**src/rtl/muldiv_unit.sv**
```systemverilog
// Iterative HI/LO multiply/divide unit: MULT/MULTU/DIV/DIVU in 32 radix-2 steps, MTHI/MTLO direct.
// Optional macro MULDIV_FAST_MUL_EN: single-cycle combinational multiply; divide stays iterative.
module muldiv_unit #(
    parameter int WIDTH = 32
) (
    input  logic             clk,
    input  logic             rst,
    input  logic             start,
    input  logic [2:0]       op,
    input  logic [WIDTH-1:0] a,
    input  logic [WIDTH-1:0] b,
    output logic             busy,
    output logic             done,
    output logic [WIDTH-1:0] hi,
    output logic [WIDTH-1:0] lo
);

    localparam int W2 = 2 * WIDTH;
    localparam int CW = $clog2(WIDTH);
    localparam logic [CW-1:0] CNT_LAST = CW'(WIDTH - 1);

    typedef enum logic [1:0] {IDLE, RUN, FINISH} state_t;

    state_t            state_q, state_d;
    logic [W2-1:0]     acc_q, acc_d;
    logic [WIDTH-1:0]  opnd_q, opnd_d;
    logic [WIDTH-1:0]  hi_q, hi_d, lo_q, lo_d;
    logic [CW-1:0]     cnt_q, cnt_d;
    logic              is_div_q, is_div_d;
    logic              neg_p_q, neg_p_d;
    logic              neg_r_q, neg_r_d;
    logic              done_q, done_d;

    logic              a_neg, b_neg;
    logic [WIDTH-1:0]  mag_a, mag_b;
    logic [WIDTH:0]    mul_sum;
    logic [W2-1:0]     mul_next;
    logic [WIDTH:0]    div_trial;
    logic [WIDTH-1:0]  div_diff;
    logic              div_ge;
    logic [W2-1:0]     div_next;
    logic [W2-1:0]     prod_signed;
    logic [WIDTH-1:0]  quo_signed, rem_signed;

    assign a_neg = ~op[0] & a[WIDTH-1];
    assign b_neg = ~op[0] & b[WIDTH-1];
    assign mag_a = a_neg ? -a : a;
    assign mag_b = b_neg ? -b : b;

    // acc holds {partial product, remaining multiplier bits} while multiplying
    assign mul_sum  = {1'b0, acc_q[W2-1:WIDTH]} + {1'b0, opnd_q};
    assign mul_next = acc_q[0] ? {mul_sum, acc_q[WIDTH-1:1]} : {1'b0, acc_q[W2-1:1]};

    // acc holds {partial remainder, dividend bits / quotient bits} while dividing
    assign div_trial = acc_q[W2-1:WIDTH-1];
    assign div_ge    = div_trial >= {1'b0, opnd_q};
    assign div_diff  = div_trial[WIDTH-1:0] - opnd_q;
    assign div_next  = div_ge ? {div_diff, acc_q[WIDTH-2:0], 1'b1}
                              : {div_trial[WIDTH-1:0], acc_q[WIDTH-2:0], 1'b0};

    assign prod_signed = neg_p_q ? -acc_q : acc_q;
    assign quo_signed  = neg_p_q ? -acc_q[WIDTH-1:0] : acc_q[WIDTH-1:0];
    assign rem_signed  = neg_r_q ? -acc_q[W2-1:WIDTH] : acc_q[W2-1:WIDTH];

    always_comb begin
        state_d  = state_q;
        acc_d    = acc_q;
        opnd_d   = opnd_q;
        hi_d     = hi_q;
        lo_d     = lo_q;
        cnt_d    = cnt_q;
        is_div_d = is_div_q;
        neg_p_d  = neg_p_q;
        neg_r_d  = neg_r_q;
        done_d   = 1'b0;
        case (state_q)
            IDLE: begin
                if (start) begin
                    case (op)
                        3'd0, 3'd1, 3'd2, 3'd3: begin
                            is_div_d = op[1];
                            cnt_d    = '0;
                            neg_r_d  = a_neg;
                            // divide-by-zero keeps the all-ones quotient unnegated
                            neg_p_d  = (a_neg ^ b_neg) & ~(op[1] && b == '0);
                            if (op[1]) begin
                                acc_d  = {{WIDTH{1'b0}}, mag_a};
                                opnd_d = mag_b;
                            end else begin
                                acc_d  = {{WIDTH{1'b0}}, mag_b};
                                opnd_d = mag_a;
                            end
                            state_d = RUN;
`ifdef MULDIV_FAST_MUL_EN
                            if (!op[1]) begin
                                acc_d   = {{WIDTH{1'b0}}, mag_a} * {{WIDTH{1'b0}}, mag_b};
                                state_d = FINISH;
                            end
`endif
                        end
                        3'd4:    hi_d = a;
                        3'd5:    lo_d = a;
                        default: ;
                    endcase
                end
            end
            RUN: begin
                acc_d = is_div_q ? div_next : mul_next;
                cnt_d = cnt_q + CW'(1);
                if (cnt_q == CNT_LAST) begin
                    state_d = FINISH;
                end
            end
            FINISH: begin
                if (is_div_q) begin
                    hi_d = rem_signed;
                    lo_d = quo_signed;
                end else begin
                    hi_d = prod_signed[W2-1:WIDTH];
                    lo_d = prod_signed[WIDTH-1:0];
                end
                done_d  = 1'b1;
                state_d = IDLE;
            end
            default: state_d = IDLE;
        endcase
    end

    always_ff @(posedge clk) begin
        if (rst) begin
            state_q  <= IDLE;
            acc_q    <= '0;
            opnd_q   <= '0;
            hi_q     <= '0;
            lo_q     <= '0;
            cnt_q    <= '0;
            is_div_q <= 1'b0;
            neg_p_q  <= 1'b0;
            neg_r_q  <= 1'b0;
            done_q   <= 1'b0;
        end else begin
            state_q  <= state_d;
            acc_q    <= acc_d;
            opnd_q   <= opnd_d;
            hi_q     <= hi_d;
            lo_q     <= lo_d;
            cnt_q    <= cnt_d;
            is_div_q <= is_div_d;
            neg_p_q  <= neg_p_d;
            neg_r_q  <= neg_r_d;
            done_q   <= done_d;
        end
    end

    assign busy = (state_q != IDLE);
    assign done = done_q;
    assign hi   = hi_q;
    assign lo   = lo_q;

endmodule

```
**config.mk**
```make
export PLATFORM = sky130hd
export DESIGN_NAME = muldiv_unit
export DESIGN_NICKNAME = d
export VERILOG_FILES = /design/src/rtl/muldiv_unit.sv
export SDC_FILE = /design/constraint.sdc
export NUM_CORES = 1
export LEC_CHECK = 0
export BUFFER_PORTS_ARGS = -buffer_cell sky130_fd_sc_hd__buf_4
export CAP_MARGIN = 25
export CELL_PAD_IN_SITES_DETAIL_PLACEMENT = 1
export CELL_PAD_IN_SITES_GLOBAL_PLACEMENT = 2
export CORE_UTILIZATION = 30
export CTS_CLUSTER_SIZE = 40
export DETAILED_ROUTE_END_ITERATION = 10
export PLACE_DENSITY_LB_ADDON = 0.1
export SETUP_SLACK_MARGIN = 0.5
export SLEW_MARGIN = 10
export SYNTH_ARGS = -nofsm -noshare
export SYNTH_HDL_FRONTEND = slang
export SYNTH_SLANG_ARGS = --single-unit
```
**constraint.sdc**
```tcl
create_clock -name clk -period 3.86 [get_ports clk]
set_clock_uncertainty 0.15 [all_clocks]
set_input_delay 0.193 -clock clk [delete_from_list [all_inputs] [get_ports clk]]
set_output_delay 0.193 -clock clk [all_outputs]
set_load 0.02 [all_outputs]
```
# == Word-level counts from Yosys, hierarchy flattened ==
# Index checks and enable logic that the tools add are counted.
# classes
n_addsub,8
magnitude_cmp,1
eq_ne,13
muxes,29
n_bitwise,6
n_reduce_logical,13
# op_table
operator,n
32-bit two-way mux,12
64-bit two-way mux,6
32-bit negator,4
32-bit one-hot mux with 2 select lines,2
64-bit one-hot mux with 2 select lines,1
64-bit negator,1
32-bit by 32-bit adder with 33-bit output,1
33-bit by 32-bit >= comparator with 1-bit output,1
32-bit logical NOT,1
32-bit subtractor,1
3-bit AND reduction,5
5-bit two-way mux,2
5-bit one-hot mux with 2 select lines,1
"3-bit by 2-bit equality test with 1-bit output, second input constant",2
"3-bit equality test, second input constant",2
2-bit two-way mux,3
"2-bit by 1-bit != test with 1-bit output, second input constant",3
2-bit nonzero test,3
"5-bit by 1-bit adder with 5-bit output, second input constant",1
"5-bit equality test, second input constant",1
"2-bit != test, second input constant",2
2-bit one-hot mux with 2 select lines,1
4-bit OR reduction,1
1-bit AND,3
other kinds (9),10
# totals
ff_bits,171
inputBits,70
output_inout_bits,66
elab_cells,80

# == Depth between registers and ports, before layout ==
# logic_depth
depth_word,7
depth_mapped,14
mapped_depth_nobuf,13

# == Worst setup path before layout ==
# Ideal clock, no wire load.
# synth_path
kind,reg-to-reg
from,reg acc_q[33]
to,reg acc_q[57]
setup_ps,117
arrival_ps,3192
t_required_ps,3593
path_slack_ps,401
path_stages_with_launch,13
n_path_buf,1
period_less_slack_ps,3459
path_cell_list,dfxtp_1 -> clkbuf_1 -> inv_1 -> fa_1 -> nand2b_1 -> a211oi_1 -> o2111ai_1 -> a2111oi_2 -> nor2_1 -> o21ai_1 -> nand3_1 -> or4_1 -> a32o_1
# synth_between
elab_chain_cells,4
word_cells_on_any_way,7
classes_between,add/sub (2); order compare (1); mux (4)
# synth_rtl
element,line,text
"start, declared",25,"logic [W2-1:0] acc_q, acc_d;"
"start signal, assigned",132,acc_q <= '0;
"start signal, assigned",143,acc_q <= acc_d;
"32-bit by 32-bit adder with 33-bit output, or another cell as far along",51,"assign mul_sum = {1'b0, acc_q[W2-1:WIDTH]} + {1'b0, opnd_q};"
64-bit two-way mux (on tied branches),"52, 58",
64-bit two-way mux (*),108,acc_d = is_div_q ? div_next : mul_next;
64-bit one-hot mux with 2 select lines (*),76,case (state_q)
# Every way passes the cells marked *; elsewhere a longest branch is shown, timed or not.
# A chain may end at the register's enable or synchronous reset.

# == Final worst setup path ==
# layout_path
from,reg acc_q[46]
to,reg acc_q[56]
# Same word-level chain as after synthesis.

==> flow_metrics.env <==
export IMPL_status="completed"
export IMPL_nets=2336
export IMPL_wl_um=73400
export IMPL_critPathMaxStageDelay_ns=0.48
export IMPL_synth_cells_most_frequent="nor2_1, nand2_1, a21oi_1"
export IMPL_post_route_util_pct=37.8
export IMPL_avgSynthCellArea_um2=7.42
export IMPL_yosysTopAreaCellShare_pct=22.6
export IMPL_worstSkewPairLatency_ns=0.51
export IMPL_grt_pass1_vias=16200
export IMPL_grt_pass1_wl_um=106000
export IMPL_syn_inst=2037
export IMPL_ys_warn_count=0
export IMPL_p_leak_uw=0.00758
export IMPL_regArea_um2=3450
export IMPL_grt_max_degree=63
export IMPL_rsz0062_at_grt="yes"
export IMPL_cts_num_sinks=171
export IMPL_ios=136
export IMPL_max_freq_mhz=303
export IMPL_fin_crit_sh_pct=85.6
export IMPL_min_path_type="in -> reg"
export IMPL_fillers=6014
export IMPL_dp_hpwl_um=56900
export IMPL_ant_nets=0
export IMPL_initial_core_util_pct=30.6
export IMPL_io_buffers=135
export IMPL_setup_violations_final=0
export IMPL_report_final_slew_viol_count=0
export IMPL_cts_tree="done"
export IMPL_fp_dieH_um=226
export IMPL_crit_chain="ha_2 > nand2_1 > or3_1 > or4_1 > o21ai_4 > a21oi_4 > clkbuf_16 > a32oi_1 > o31ai_1 > a221o_1"
export IMPL_synthFlopType="dfxtp_1"
export IMPL_synth_edf_count=0
export IMPL_multi_input_area_um2=11200
export IMPL_syn_cell_area_um2=15100
export IMPL_path_class="reg -> reg"
export IMPL_row_count=81
export IMPL_ys_async_sr_fraction_pct=0
export IMPL_ys_ff_latch=171
export IMPL_drc_errors=0
export IMPL_synth_top_area_cell="dfxtp_1"
export IMPL_cellPowerDensity_nw_per_um2=326
export IMPL_worstMarginPinSlew_ns=0.984
export IMPL_drt_iter0_drc=946
export IMPL_fp_coreArea_um2=49400
export IMPL_synth_area_top_cells="dfxtp_1, mux2i_1, a21oi_1"
export IMPL_arrival_ns=3.56
export IMPL_fp_dieArea_um2=51300
export IMPL_cpMaxStageDelayCell="or4_1"
export IMPL_irDropWorstVdd_uv=266
export IMPL_cap_viol_max_count=0
export IMPL_vias=16300
export IMPL_seq_area_frac_synth_pct=22.6
export IMPL_syn_to_final_growth_pct=23.4
export IMPL_gp_congestion=0.904
export IMPL_wl_per_cell_um=25.5
export IMPL_via_per_inst=5.67
export IMPL_cp_data_required_time_ns=4.11
export IMPL_cts_root_buf="clkbuf_16"
export IMPL_max_clock_path_buffers=2
export IMPL_yosysMostFrequentCell="nor2_1"
export IMPL_fp_dieW_um=226
export IMPL_grt_ovfl_total=0
export IMPL_tns_ns=0
export IMPL_worstSetupEndpointType="flop"
export IMPL_yosysUniqueCellTypes=84
export IMPL_clkSlewWorstSetupHoldPaths_ns=0.08
export IMPL_crit_path_start_kind="flop"
export IMPL_cts_inserted_buffers=17
export IMPL_first_pass_iters=6
export IMPL_track_usage_pct=28.4
export IMPL_crit_fanout=11
export IMPL_drive_gt1_share_pct=17.7
export IMPL_antennaDiodeCount=0
export IMPL_relSlewSlack_pct=33.7
export IMPL_hold_viol_final=0
export IMPL_synth_fp_nets=2179
export IMPL_post_route_min_period_ns=3.31
export IMPL_antenna_found_initial=3
export IMPL_htree_levels=4
[repair_timing]
action | CTS | global route
hold endpoints to repair | 67 | 0
cloned | 0 | 4
pin swaps | 7 | 16
endpoints found under the setup margin | 12 | 46
buffers inserted | 2 | 10
hold buffers | 38 | 0
gates resized for setup | 22 | 59
[layout make-up]
type	instances	share of cell area, %
clock buffers	19	2.37
clock inverters	13	0.838
repair buffers	286	12.5
well taps	664	4.45
flip-flops and latches	171	18.5
inverters	64	1.29
multi-input cells	1654	60.1
[where the power goes]
part	switching, µW	leakage, µW	internal [µW]
Combinational	1370	0.00590	881
Sequential	96.9	0.00140	1840
Clock	906	0.000281	984
[flip-flops by register name (all words and copies together), names as in the netlist]
name / flops
acc_q: 64
is_div_q: 1
neg_r_q: 1
hi: 32
lo: 32
state_q: 2
neg_p_q: 1
opnd_q: 32
cnt_q: 5
done: 1
[through the flow]
step                cells  total power, µW  hold WS [ns]  setup WS, ns  area, µm²
global placement     2784             3930         0.302         0.255      17100
CTS                  2857             5890      0.000799         0.481      18200
floorplan            2037             3190         0.202         0.508      15100
global route         2871             6340        0.0341         0.405      18700
detailed placement   2785             3940         0.309         0.135      17100
finish               2871             6080        0.0217         0.554      18700
[worst paths after layout]
kind	from	endpoint	slack, ns	cells past startpoint
worst max-delay path	acc_q[46]$_SDFFE_PP0P_	acc_q[56]$_SDFFE_PP0P_	0.55	10
worst min-delay path	b[28]	opnd_q[28]$_SDFFE_PP0P_	0.02	4
worst max register to register	acc_q[46]$_SDFFE_PP0P_	acc_q[56]$_SDFFE_PP0P_	0.55	10
worst min register to register	hi[0]$_SDFFE_PP0P_	hi[0]$_SDFFE_PP0P_	0.32	2
[critical path, delay by kind of cell (launching register included)]
family	cells	cell delay, ns
flip-flops	1	0.39
buffers and inverters	1	0.23
adder cells (fa/ha/maj)	1	0.42
AO/OA/AOI/OAI	5	1.00
AND/OR/NAND/NOR	3	1.00
[layer usage]
layer  wire length [µm]  up-vias  global-route usage [%]
li1                   -     7709                       -
met1              32600     8116                    36.4
met2              33900      369                    45.5
met3               3700       95                    5.62
met4               3060        0                    13.3
met5                  0        -                       0
[cell families (layout without fill, tap and decap cells)]
group                      count (synthesis)  after routing  synth area share (%)
AOI/OAI and AO/OA                        626            626                  27.7
DFF                                      171            171                  22.6
and+or+nand+nor                          679            679                  21.1
muxes                                    105            105                  7.00
xor gates and xnor gates                 172            172                  9.97
adders and majority gates                 72             72                  6.06
buffers and inverters                    212            382                  5.52
[placed cells by master (no fill, tap or decap), types with 33 or more instances in the layout]
master           n
a211oi_1        73
a21oi_1        181
buf_4          241
dfxtp_1        157
dlygate4sd3_1   38
ha_1            56
inv_1           61
mux2i_1         99
nand2_1        210
nand3_1         38
nor2_1         227
nor3_1          38
o211ai_1        37
o21ai_0         84
o31ai_1         33
xnor2_1         95
xor2_1          70
(Power assumes the default switching activity.)
